$ cat config.mk
export PLATFORM = sky130hd
export DESIGN_NAME = dvi_timing_gen
export DESIGN_NICKNAME = d
export VERILOG_FILES = /design/src/rtl/dvi_pkg.sv /design/src/rtl/dvi_raster_cnt.sv /design/src/rtl/dvi_timing_gen.sv
export SDC_FILE = /design/constraint.sdc
export NUM_CORES = 1
export LEC_CHECK = 0
export ABC_AREA = 1
export BUFFER_PORTS_ARGS = -buffer_cell sky130_fd_sc_hd__buf_2
export CORE_AREA = 2 2 116 62
export DETAILED_ROUTE_END_ITERATION = 12
export DIE_AREA = 0 0 118 64
export PLACE_DENSITY = 0.54
export SYNTH_ARGS = -nofsm -noshare
export SYNTH_HDL_FRONTEND = slang
export SYNTH_SLANG_ARGS = --single-unit
$ cat constraint.sdc
create_clock -name i_clk -period 1.4 [get_ports i_clk]
set_input_delay 0.07 -clock i_clk [delete_from_list [all_inputs] [get_ports i_clk]]
set_output_delay 0.07 -clock i_clk [all_outputs]
set_load 0.05 [all_outputs]
$ cat src/rtl/dvi_pkg.sv
// Shared DVI timing package: default 640x480@60 timing, raster totals,
// sync polarity constants and the raster region flag bundle.
package dvi_pkg;

  // Default 640x480@60 timing (25.175 MHz pixel clock)
  localparam int DEF_H_ACTIVE = 640;
  localparam int DEF_H_FP     = 16;
  localparam int DEF_H_SYNC   = 96;
  localparam int DEF_H_BP     = 48;
  localparam int DEF_V_ACTIVE = 480;
  localparam int DEF_V_FP     = 10;
  localparam int DEF_V_SYNC   = 2;
  localparam int DEF_V_BP     = 33;

  // Sync polarity encodings
  localparam logic SYNC_ACTIVE_LOW  = 1'b0;
  localparam logic SYNC_ACTIVE_HIGH = 1'b1;

  // Region flags decoded from the raster counters
  typedef struct packed {
    logic h_active;
    logic h_sync;
    logic v_active;
    logic v_sync;
  } raster_flags_t;

  function automatic int h_total(input int active, input int fp, input int sync, input int bp);
    return active + fp + sync + bp;
  endfunction

  function automatic int v_total(input int active, input int fp, input int sync, input int bp);
    return active + fp + sync + bp;
  endfunction

endpackage

$ cat src/rtl/dvi_raster_cnt.sv
// Horizontal/vertical raster counters with enable and wrap, plus region
// flags decoded from the current counter values.
module dvi_raster_cnt
  import dvi_pkg::*;
#(
  parameter int H_ACTIVE = DEF_H_ACTIVE,
  parameter int H_FP     = DEF_H_FP,
  parameter int H_SYNC   = DEF_H_SYNC,
  parameter int H_BP     = DEF_H_BP,
  parameter int V_ACTIVE = DEF_V_ACTIVE,
  parameter int V_FP     = DEF_V_FP,
  parameter int V_SYNC   = DEF_V_SYNC,
  parameter int V_BP     = DEF_V_BP,
  parameter int CW       = 12
) (
  input  logic          i_clk,
  input  logic          i_rst,
  input  logic          i_en,
  output logic [CW-1:0] o_h_cnt,
  output logic [CW-1:0] o_v_cnt,
  output raster_flags_t o_flags
);

  localparam int H_TOTAL = h_total(H_ACTIVE, H_FP, H_SYNC, H_BP);
  localparam int V_TOTAL = v_total(V_ACTIVE, V_FP, V_SYNC, V_BP);

  // Inclusive region bounds; inclusive ends always fit in CW bits
  localparam logic [CW-1:0] H_LAST      = CW'(H_TOTAL - 1);
  localparam logic [CW-1:0] V_LAST      = CW'(V_TOTAL - 1);
  localparam logic [CW-1:0] H_ACT_LAST  = CW'(H_ACTIVE - 1);
  localparam logic [CW-1:0] V_ACT_LAST  = CW'(V_ACTIVE - 1);
  localparam logic [CW-1:0] H_SYNC_BEG  = CW'(H_ACTIVE + H_FP);
  localparam logic [CW-1:0] H_SYNC_LAST = CW'(H_ACTIVE + H_FP + H_SYNC - 1);
  localparam logic [CW-1:0] V_SYNC_BEG  = CW'(V_ACTIVE + V_FP);
  localparam logic [CW-1:0] V_SYNC_LAST = CW'(V_ACTIVE + V_FP + V_SYNC - 1);

  logic [CW-1:0] h_cnt_q, h_cnt_d;
  logic [CW-1:0] v_cnt_q, v_cnt_d;

  // Next-count: advance on enable, line wrap bumps v, frame wrap on same cycle
  always_comb begin
    h_cnt_d = h_cnt_q;
    v_cnt_d = v_cnt_q;
    if (i_en) begin
      if (h_cnt_q == H_LAST) begin
        h_cnt_d = '0;
        v_cnt_d = (v_cnt_q == V_LAST) ? '0 : v_cnt_q + 1'b1;
      end else begin
        h_cnt_d = h_cnt_q + 1'b1;
      end
    end
  end

  // Counter registers; reset wins over enable
  always_ff @(posedge i_clk) begin
    if (i_rst) begin
      h_cnt_q <= '0;
      v_cnt_q <= '0;
    end else begin
      h_cnt_q <= h_cnt_d;
      v_cnt_q <= v_cnt_d;
    end
  end

  // Region decode on the current counters; vertical flags change only with v
  always_comb begin
    o_flags.h_active = (h_cnt_q <= H_ACT_LAST);
    o_flags.h_sync   = (h_cnt_q >= H_SYNC_BEG) && (h_cnt_q <= H_SYNC_LAST);
    o_flags.v_active = (v_cnt_q <= V_ACT_LAST);
    o_flags.v_sync   = (v_cnt_q >= V_SYNC_BEG) && (v_cnt_q <= V_SYNC_LAST);
  end

  assign o_h_cnt = h_cnt_q;
  assign o_v_cnt = v_cnt_q;

endmodule

$ cat src/rtl/dvi_timing_gen.sv
// Video timing and checkerboard source feeding dvi_encoder.
// Optional build macro DVI_TIMING_BORDER_EN adds a 1-pixel white frame
// around the active area; timing is unchanged by it.
// i_en is a plain advance qualifier with no backpressure: high moves the
// raster one pixel per clock, low freezes counters and every output.
module dvi_timing_gen
  import dvi_pkg::*;
#(
  parameter int   H_ACTIVE   = DEF_H_ACTIVE,
  parameter int   H_FP       = DEF_H_FP,
  parameter int   H_SYNC     = DEF_H_SYNC,
  parameter int   H_BP       = DEF_H_BP,
  parameter int   V_ACTIVE   = DEF_V_ACTIVE,
  parameter int   V_FP       = DEF_V_FP,
  parameter int   V_SYNC     = DEF_V_SYNC,
  parameter int   V_BP       = DEF_V_BP,
  parameter logic HS_POL     = SYNC_ACTIVE_LOW,
  parameter logic VS_POL     = SYNC_ACTIVE_LOW,
  parameter int   CHECK_LOG2 = 5,
  parameter int   CW         = 12
) (
  input  logic          i_clk,
  input  logic          i_rst,
  input  logic          i_en,
  output logic          o_pix,
  output logic          o_de,
  output logic          o_hs,
  output logic          o_vs,
  output logic [CW-1:0] o_x,
  output logic [CW-1:0] o_y,
  output logic          o_sof
);

  logic [CW-1:0] h_cnt;
  logic [CW-1:0] v_cnt;
  raster_flags_t flags;

  dvi_raster_cnt #(
    .H_ACTIVE (H_ACTIVE),
    .H_FP     (H_FP),
    .H_SYNC   (H_SYNC),
    .H_BP     (H_BP),
    .V_ACTIVE (V_ACTIVE),
    .V_FP     (V_FP),
    .V_SYNC   (V_SYNC),
    .V_BP     (V_BP),
    .CW       (CW)
  ) u_raster (
    .i_clk   (i_clk),
    .i_rst   (i_rst),
    .i_en    (i_en),
    .o_h_cnt (h_cnt),
    .o_v_cnt (v_cnt),
    .o_flags (flags)
  );

`ifdef DVI_TIMING_BORDER_EN
  localparam logic [CW-1:0] X_LAST = CW'(H_ACTIVE - 1);
  localparam logic [CW-1:0] Y_LAST = CW'(V_ACTIVE - 1);
`endif

  logic          pix_q, pix_d;
  logic          de_q, de_d;
  logic          hs_q, hs_d;
  logic          vs_q, vs_d;
  logic          sof_q, sof_d;
  logic [CW-1:0] x_q, x_d;
  logic [CW-1:0] y_q, y_d;

  // Output decode from this cycle's counters; everything holds while disabled
  always_comb begin
    pix_d = pix_q;
    de_d  = de_q;
    hs_d  = hs_q;
    vs_d  = vs_q;
    sof_d = sof_q;
    x_d   = x_q;
    y_d   = y_q;
    if (i_en) begin
      de_d  = flags.h_active & flags.v_active;
      hs_d  = flags.h_sync ? HS_POL : ~HS_POL;
      vs_d  = flags.v_sync ? VS_POL : ~VS_POL;
      sof_d = (h_cnt == '0) && (v_cnt == '0);
      x_d   = h_cnt;
      y_d   = v_cnt;
      pix_d = de_d & (h_cnt[CHECK_LOG2] ^ v_cnt[CHECK_LOG2]);
`ifdef DVI_TIMING_BORDER_EN
      if (de_d && ((h_cnt == '0) || (h_cnt == X_LAST) ||
                   (v_cnt == '0) || (v_cnt == Y_LAST))) begin
        pix_d = 1'b1;
      end
`endif
    end
  end

  // Output registers; reset drives syncs to their inactive level
  always_ff @(posedge i_clk) begin
    if (i_rst) begin
      pix_q <= 1'b0;
      de_q  <= 1'b0;
      hs_q  <= ~HS_POL;
      vs_q  <= ~VS_POL;
      sof_q <= 1'b0;
      x_q   <= '0;
      y_q   <= '0;
    end else begin
      pix_q <= pix_d;
      de_q  <= de_d;
      hs_q  <= hs_d;
      vs_q  <= vs_d;
      sof_q <= sof_d;
      x_q   <= x_d;
      y_q   <= y_d;
    end
  end

  assign o_pix = pix_q;
  assign o_de  = de_q;
  assign o_hs  = hs_q;
  assign o_vs  = vs_q;
  assign o_sof = sof_q;
  assign o_x   = x_q;
  assign o_y   = y_q;

endmodule

=== Yosys cells after proc, flatten, opt, wreduce, memory -nomap -nowiden ===
Index checks and enable logic that the tools add are counted.

* Bits in registers: 53
* Output and inout bits: 29

* $add $sub $neg: 2
* $lt $le $gt $ge: 6
* Equality and inequality tests: 2
* Muxes and demuxes: 4
* Bitwise operators: 3
* Reduce and logical (&&, ||, !) cells: 6

{| class="wikitable"
|+ Operators by type and width
! cell !! count
|-
| $add 12x1->12 const B || 2
|-
| $eq 12x10->1 const B || 2
|-
| $le 12x10->1 const B || 2
|-
| $le 12x9->1 const B || 2
|-
| $logic_not 12->1 || 2
|-
| $mux 12 || 2
|-
| $ge 12x10->1 const B || 1
|-
| $ge 12x9->1 const B || 1
|-
| $logic_and 1x1->1 || 3
|-
| $and 1x1->1 || 2
|-
| $mux 1 || 2
|-
| $reduce_and 2->1 || 1
|-
| $xor 1x1->1 || 1
|}

=== Depth between registers and ports, before layout ===
Gate-level depths: netlist of run 1.

* Word-level depth: 3
* Depth in mapped cells: 9
* Gate-level depth less buffers: 9

=== Modules after synthesis ===
From an unflattened synthesis of run 1, not the netlist that was laid out.

* Cell total of the unflattened synthesis: 381
* Area total of the unflattened synthesis: 2565.0 um2

{| class="wikitable"
|+ By module, submodules not included
! module !! instances !! cells each !! area each (um2)
|-
| dvi_raster_cnt || 1 || 233 || 1461.4
|-
| dvi_timing_gen || 1 || 148 || 1103.6
|}

=== Worst setup path before layout of run 1 ===
No wires, ideal clock.

* Kind: register to register
* Start point: register u_raster.h_cnt_q[0], in the netlist u_raster.o_h_cnt[0]
* End point: register u_raster.v_cnt_q[9], in the netlist u_raster.o_v_cnt[9]
* Setup time: 0.113 ns
* Arrival: 1.262 ns
* Slack: 0.025 ns
* Stages on the path, launching flop included: 9
* Buffers on the path: 0
* Period minus slack after synthesis: 1.375 ns
* Cells stage by stage: dfxtp_1 > ha_1 > nand2_1 > nor2_4 > nand3_4 > o21ai_4 > nand2_2 > nand2_1 > nor2_1

* Word-level cells in the longest chain between the ends: 2

{| class="wikitable"
|+ Ends and longest elaborated chain
! item !! line !! RTL
|-
| start, declared || dvi_raster_cnt.sv:37 || <nowiki>logic [CW-1:0] h_cnt_q, h_cnt_d;</nowiki>
|-
| start signal, assigned || dvi_raster_cnt.sv:60 || <nowiki>h_cnt_q <= h_cnt_d;</nowiki>
|-
| $eq 12x10->1 || dvi_raster_cnt.sv:45 || <nowiki>if (h_cnt_q == H_LAST) begin</nowiki>
|-
| $reduce_and 2->1 (no source line) || -- ||
|-
| end signal, assigned || dvi_raster_cnt.sv:61 || <nowiki>v_cnt_q <= v_cnt_d;</nowiki>
|-
| end, declared || dvi_raster_cnt.sv:38 || <nowiki>logic [CW-1:0] v_cnt_q, v_cnt_d;</nowiki>
|}

Every way passes these cells.
A chain may end at the register's enable or synchronous reset.

=== Final worst setup path of run 1 ===
* Start point: register u_raster.h_cnt_q[1], in the netlist u_raster.o_h_cnt[1]
* End point: register u_raster.v_cnt_q[8], in the netlist u_raster.o_v_cnt[8]

Same word-level chain as after synthesis.

==> impl_results.md, run 1 <==
- 1st-pass router iterations: 4
- Clk root buf: clkbuf_16
- Post-route minimum period: 1.36 ns
- Sink Count: 53
- TNS Setup: 0 ns
- Asr flop ratio synth: 0%
- R2R setup slack: 0.04 ns
- Hold depth: 4
- Clock Skews: 0.0128 ns
- Achievable Freq: 738 MHz
- Commonest non-fill, non-tap cell in the layout: nand2_1
- Yosys Warn Count: 0
- CTS tree: done
- CP peak stage delay: 0.35 ns
- Fin nets: 415
- DP Worst Slack: -0.00991 ns
- Initial core utilization: 38.0%
- Worst Hold Class: primary input to register
- H-tree levels: 2
- Crit. End Element: register
- FP Rows: 21
- Syn_nets: 347
- EDFF count, synth: 0
- Slew HR: 72.8%
- DP HPWL: 5.50 mm
- R2R depth: 8
- Yosys reg bits: 53
- Unique masters post-synth: 28
- Reg clk slew, reported paths: 0.06 ns
- Via count: 2421
- Via density: 4.85
- Cell Pwr Density: 992 mW/mm^2
- Clk Latency, worst-skew pair: 0.30 ns
- Most frequent cell on the critical path: nor2_4
- Worst vdd ir: 0.000704 V
- Max Cap Violations: 0
- Final cycle utilization of the critical path: 96.8%
- Crit Path Max Fanout: 5
- Remaining DRCs: 0
- Clock Path Buffers: 2
- Initial DRC Count: 250
- Seq/Total Area, Yosys: 43.1%
- Critical Path Source: u_raster.o_h_cnt[1]$_SDFFE_PP0P_
- Setup violations, final: 0
- Worst-Margin Slew: 0.408 ns
- Critical Path RT: 1.57 ns
- Slew Limit Fails: 0
- P_leak: 1.38 nW
- Fillers: 652
- Commonest cells after routing, fill and taps aside: 66 x nand2_1, 46 x dfxtp_1, 39 x buf_4, 34 x a21oi_1, 32 x nor2_1
- Wirelength per Cell: 14.4 um
- GRT Overall Usage: 20.2%
- Crit Reg-Reg Endpoint: u_raster.o_v_cnt[8]$_SDFFE_PP0P_
- WP data arrival: 1.53 ns
- Gpl congestion: 0.914
- Setup ws final: 0.0450 ns
- Vias in the first global route: 2172
- Grt total ovfl: 0
- Crit path to: u_raster.o_v_cnt[8]$_SDFFE_PP0P_
- Global-route wire length before repair: 11.5 mm
- Top Ports: 32
- Core box area: 0.00649 sq mm
- Hold buffers post-CTS: 0
- Fraction of layout cells with a size suffix above 1: 32.9%
- Number of diodes: 0
- CTS buffer count: 5
- # port buffers: 31
- Pin count of the biggest net entering global routing: 31
- Drt total wl: 7.19 mm
- Synth Area per Inst: 7.27 sq um
- Cell family with most CP delay: simple AND/OR/NAND/NOR gates
- Finished Layout Cells: 499
- Cell count along the critical path: 8
- Placed cells: 490
- Status: finished, final reports clean
- Multi-input combinational cell area: 0.00136 sq mm
- Top FF cell, synth: dfxtp_1
- Initial antenna violation count: 0
- Die Footprint: 0.00755 sq mm
- Slowest CP cell: dfxtp_2
- Worst r2r src: u_raster.o_h_cnt[1]$_SDFFE_PP0P_
- Area Growth Syn to Fin: 34.5%
- Die width: 118 um
- RSZ-0062 raised after global routing: yes
- Reg area: 0.00107 sq mm
- Endpoints failing hold: 0
- Setup CP Type: register to register
- CP bufs+invs: 0
- Final ANT Viol Nets: 0
- Overall power: 3.29 mW
- Die span in y: 64 um
- Syn Inst Count: 339
- Critical Path Source Type: register
- Worst path cell trace: ha_4, nand2_4, nor2_4, nand3_4, nor2_4, nand2_1, nand2_2, a21oi_2
- Post-synthesis cell area: 0.00246 sq mm
## routing by layer
layer	vias up	global-route usage, %	part of all wire (%)
met3	5	6.16	9.4
met5	-	0	0
met1	1080	34.0	59
met2	86	22.7	31
met4	0	4.97	0.78
li1	1250	-	-
## worst reg2reg max path: stages (launching register included)
cell and delay, ns:
dfxtp_2 0.35, ha_4 0.15, nand2_4 0.06, nor2_4 0.14
nand3_4 0.12, nor2_4 0.21, nand2_1 0.10, nand2_2 0.07
a21oi_2 0.05
## area by class of cell
| type | instances | share of cell area [%] |
|---|---|---|
| multi-input combinational | 241 | 40.9 |
| clock buffer | 5 | 3.78 |
| inverter | 32 | 3.62 |
| timing repair buffer | 74 | 14.9 |
| clock inverter | 2 | 1.06 |
| sequential | 53 | 32.3 |
| tap | 92 | 3.47 |
## cells by family after synthesis
| group | count (synthesis) | share of synthesized area [%] |
|---|---|---|
| simple gates | 164 | 30.5 |
| compound gates | 66 | 14.6 |
| flops | 53 | 43.1 |
| buf+inv | 45 | 7.21 |
| xor+xnor | 6 | 2.13 |
| fa+ha+maj | 5 | 2.54 |
## registers in the layout, summed over array words and instances (netlist names)
name / cells
o_x: 12
o_y: 12
u_raster.o_h_cnt: 12
u_raster.o_v_cnt: 12
o_de: 1
o_hs: 1
o_pix: 1
o_sof: 1
o_vs: 1
## stage by stage
step / hold slack [ns] / util [%] / instance area, sq um
CTS: 0.152 / 49.0 / 3180
floorplan: 0.375 / - / 2460
detailed placement: 0.452 / 46.0 / 2980
global route: 0.185 / 51.1 / 3310
finish: 0.169 / 51.1 / 3310
global placement: 0.446 / 46.0 / 2980
## where the power goes
part | internal [mW] | total [mW] | switching, mW
Sequential | 1.55 | 1.57 | 0.0213
Clock | 0.831 | 1.38 | 0.550
Combinational | 0.0867 | 0.335 | 0.248
Total | 2.47 | 3.29 | 0.820
## worst min path at each step
stage	start	end	slack, ns
detailed placement	o_x[0]$_SDFFE_PP0P_	o_x[0]$_SDFFE_PP0P_	0.45
floorplan	i_rst	o_x[2]$_SDFFE_PP0P_	0.38
global placement	o_x[3]$_SDFFE_PP0P_	o_x[3]$_SDFFE_PP0P_	0.45
CTS	i_rst	u_raster.o_h_cnt[0]$_SDFFE_PP0P_	0.15
finish	i_rst	u_raster.o_h_cnt[0]$_SDFFE_PP0P_	0.17
global route	i_en	u_raster.o_h_cnt[1]$_SDFFE_PP0P_	0.19
## synthesized netlist by cell type, types with 2 or more instances
master / n / area [sq um]
dfxtp_1: 53 / 1060
buf_2: 4 / 20.0
nor2_4: 4 / 45.0
nand2_1: 71 / 267
nand3_1: 18 / 90.1
nor2_2: 3 / 18.8
inv_1: 30 / 113
o21ai_0: 22 / 110
clkbuf_1: 8 / 30.0
nor2_1: 40 / 150
xor2_1: 5 / 43.8
ha_1: 5 / 62.6
a21oi_1: 37 / 185
a211oi_1: 3 / 22.5
nand2_2: 2 / 12.5
nand4_1: 10 / 62.6
nor3_1: 12 / 60.1
inv_2: 2 / 7.51
## timing repair
item                       4_1_cts  5_1_grt
pin swaps                        5        9
buffers inserted                 0        2
gates resized for setup          9       40
setup endpoints to repair        8       23
(Power assumes the default switching activity.)
==> run 2: changes to the inputs <==
--- a/config.mk
+++ b/config.mk
@@ -10,7 +10,6 @@
 export CORE_AREA = 2 2 116 62
 export DETAILED_ROUTE_END_ITERATION = 12
 export DIE_AREA = 0 0 118 64
-export PLACE_DENSITY = 0.54
 export SYNTH_ARGS = -nofsm -noshare
 export SYNTH_HDL_FRONTEND = slang
 export SYNTH_SLANG_ARGS = --single-unit
==> impl_results.md, run 2 (synthesis gave the netlist of run 1 again) <==
- Status: finished, final reports clean (unchanged)
- Setup violations, final: 0 (unchanged)
- Clk root buf: clkbuf_16 (unchanged)
- DP HPWL: 5.33 mm (was 5.50 mm)
- Remaining DRCs: 0 (unchanged)
- Global-route wire length before repair: 11.2 mm (was 11.5 mm)
- Crit Path Max Fanout: 7 (was 5)
- Final cycle utilization of the critical path: 98.5% (was 96.8%)
- Power share of the clock group: 40.7% (was 42.0%)
- Slew HR: 74.0% (was 72.8%)
- Initial DRC Count: 304 (was 250)
- Met3 Wirelength: 828 um (was 673 um)
- Met2 wire len: 2.44 mm (was 2.25 mm)
- FP Rows: 21 (unchanged)
- Via count: 2497 (was 2421)
- Initial core utilization: 38.0% (unchanged)
- Clock Skews: 0.00306 ns (was 0.0128 ns)
- Number of diodes: 0 (unchanged)
- Worst vdd ir: 0.000488 V (was 0.000704 V)
- Sink Count: 53 (unchanged)
- Combinational power share: 10.7% (was 10.2%)
- GRT Overall Usage: 19.6% (was 20.2%)
- Post-route minimum period: 1.38 ns (was 1.36 ns)
- Net Sw Power: 0.833 mW (was 0.820 mW)
- Fin nets: 410 (was 415)
- WP data arrival: 1.57 ns (was 1.53 ns)
- WL met1: 3.88 mm (was 4.21 mm)
- Setup CP Type: register to register (unchanged)
- Clock Path Buffers: 2 (unchanged)
- Initial antenna violation count: 0 (unchanged)
- Int Pwr: 2.40 mW (was 2.47 mW)
- Vias in the first global route: 2048 (was 2172)
- Hold buffers post-CTS: 0 (unchanged)
- Crit. End Element: register (unchanged)
- Clk Latency, worst-skew pair: 0.29 ns (was 0.30 ns)
- Gpl congestion: 0.918 (was 0.914)
- Die span in y: 64 um (unchanged)
- Cell Pwr Density: 1000 mW/mm^2 (was 992 mW/mm^2)
- # port buffers: 31 (unchanged)
- Commonest cells after routing, fill and taps aside: 67 x nand2_1, 46 x dfxtp_1, 36 x a21oi_1, 36 x buf_4, 34 x nor2_1 (was 66 x nand2_1, 46 x dfxtp_1, 39 x buf_4, 34 x a21oi_1, 32 x nor2_1)
- Via density: 5.04 (was 4.85)
- Top sig layer: met4 (unchanged)
- RSZ-0062 raised after global routing: yes (unchanged)
- Die Footprint: 0.00755 sq mm (unchanged)
- Wirelength per Cell: 14.6 um (was 14.4 um)
- P_leak: 1.34 nW (was 1.38 nW)
- CTS buffer count: 5 (unchanged)
- TNS Setup: 0 ns (unchanged)
- H-tree levels: 2 (unchanged)
- Fraction of layout cells with a size suffix above 1: 29.8% (was 32.9%)
- Slew Limit Fails: 0 (unchanged)
- Flop pwr share: 48.6% (was 47.8%)
- Commonest non-fill, non-tap cell in the layout: nand2_1 (unchanged)
- CTS tree: done (unchanged)
- Reg clk slew, reported paths: 0.07 ns (was 0.06 ns)
- Max Cap Violations: 0 (unchanged)
- Endpoints failing hold: 0 (unchanged)
- Drt total wl: 7.21 mm (was 7.19 mm)
- Die width: 118 um (unchanged)
- WHS: 0.176 ns (was 0.169 ns)
- Worst Hold Class: primary input to register (unchanged)
- Final ANT Viol Nets: 0 (unchanged)
- Core box area: 0.00649 sq mm (unchanged)
- Critical Path Source Type: register (unchanged)
- Achievable Freq: 725 MHz (was 738 MHz)
- Pin count of the biggest net entering global routing: 33 (was 31)
- Top Ports: 32 (unchanged)
- Grt total ovfl: 0 (unchanged)
- 1st-pass router iterations: 4 (unchanged)
- Area Growth Syn to Fin: 31.1% (was 34.5%)
- Worst-Margin Slew: 0.387 ns (was 0.408 ns)
- Critical Path RT: 1.59 ns (was 1.57 ns)
- Net Sw Frac: 25.8% (was 24.9%)
-- run 2: cell types whose count changed in the layout (fill, tap and decap cells not counted), sizes merged --
| cell | previous run | this run |
|---|---|---|
| clkinvlp | 0 | 1 |
| clkbuf | 5 | 7 |
| bufinv | 1 | 0 |
| inv | 32 | 31 |
| buf | 74 | 69 |
-- run 2: repair_timing --
action	CTS	global route
buffers inserted	1	1
endpoints found under the setup margin	12	23
cloned	0	0
gates resized for setup	10	26
pin swaps	6	7
endpoints found under the hold margin	0	0
-- run 2: critical path, cell delays in order (launching register included) --
cell and delay, ns:
dfxtp_2 0.35, ha_4 0.15, nand2_4 0.06, nor2_4 0.12, nand3_4 0.11, o21ai_4 0.28, nand2_2 0.10, nand2_1 0.07
nor2_1 0.04
-- run 2: power by group through the flow --
stage / clock network (mW) / registers, mW / logic, mW
2_1_floorplan: 0 / 1.73 / 0.108
3_3_place_gp: 0 / 1.60 / 0.324
3_5_place_dp: 0 / 1.60 / 0.327
4_1_cts: 1.35 / 1.57 / 0.332
5_1_grt: 1.41 / 1.58 / 0.369
6_report: 1.32 / 1.57 / 0.346
-- run 2: routing by layer --
layer | global-route usage (%) | up-vias
met5 | 0 | -
met4 | 5.87 | 0
met3 | 6.61 | 5
met2 | 21.8 | 110
met1 | 32.3 | 1145
li1 | - | 1237
-- run 2: worst paths after layout --
| path | startpoint | end | slack [ns] | depth (start not counted) |
|---|---|---|---|---|
| setup / recovery | u_raster.o_h_cnt[1]$_SDFFE_PP0P_ | u_raster.o_v_cnt[5]$_SDFFE_PP0P_ | 0.02 | 8 |
| hold / removal | i_rst | u_raster.o_h_cnt[0]$_SDFFE_PP0P_ | 0.18 | 4 |
| setup reg to reg | u_raster.o_h_cnt[1]$_SDFFE_PP0P_ | u_raster.o_v_cnt[5]$_SDFFE_PP0P_ | 0.02 | 8 |
| hold reg to reg | o_x[3]$_SDFFE_PP0P_ | o_x[3]$_SDFFE_PP0P_ | 0.46 | 2 |
-- run 2: through the flow --
step           instance area, sq um  std cells  utilization, %  setup slack [ns]  total power, mW
6_report                       3230        495            49.8            0.0214             3.23
5_1_grt                        3230        495            49.8           -0.0539             3.36
4_1_cts                        3150        494            48.5           -0.0211             3.26
3_5_place_dp                   2950        485            45.4           -0.0177             1.93
3_3_place_gp                   2950        485            45.4            0.0173             1.93
2_1_floorplan                  2460        339               -            0.0246             1.84
-- run 2: layout make-up --
class                   instances  area (sq um)
fillers                       669          3260
multi-input cells             241          1310
clock buffers                   7           153
repair buffers                 69           448
flip-flops and latches         53          1070
inverters                      32           129
clock inverters                 1          5.00
well taps                      92           115
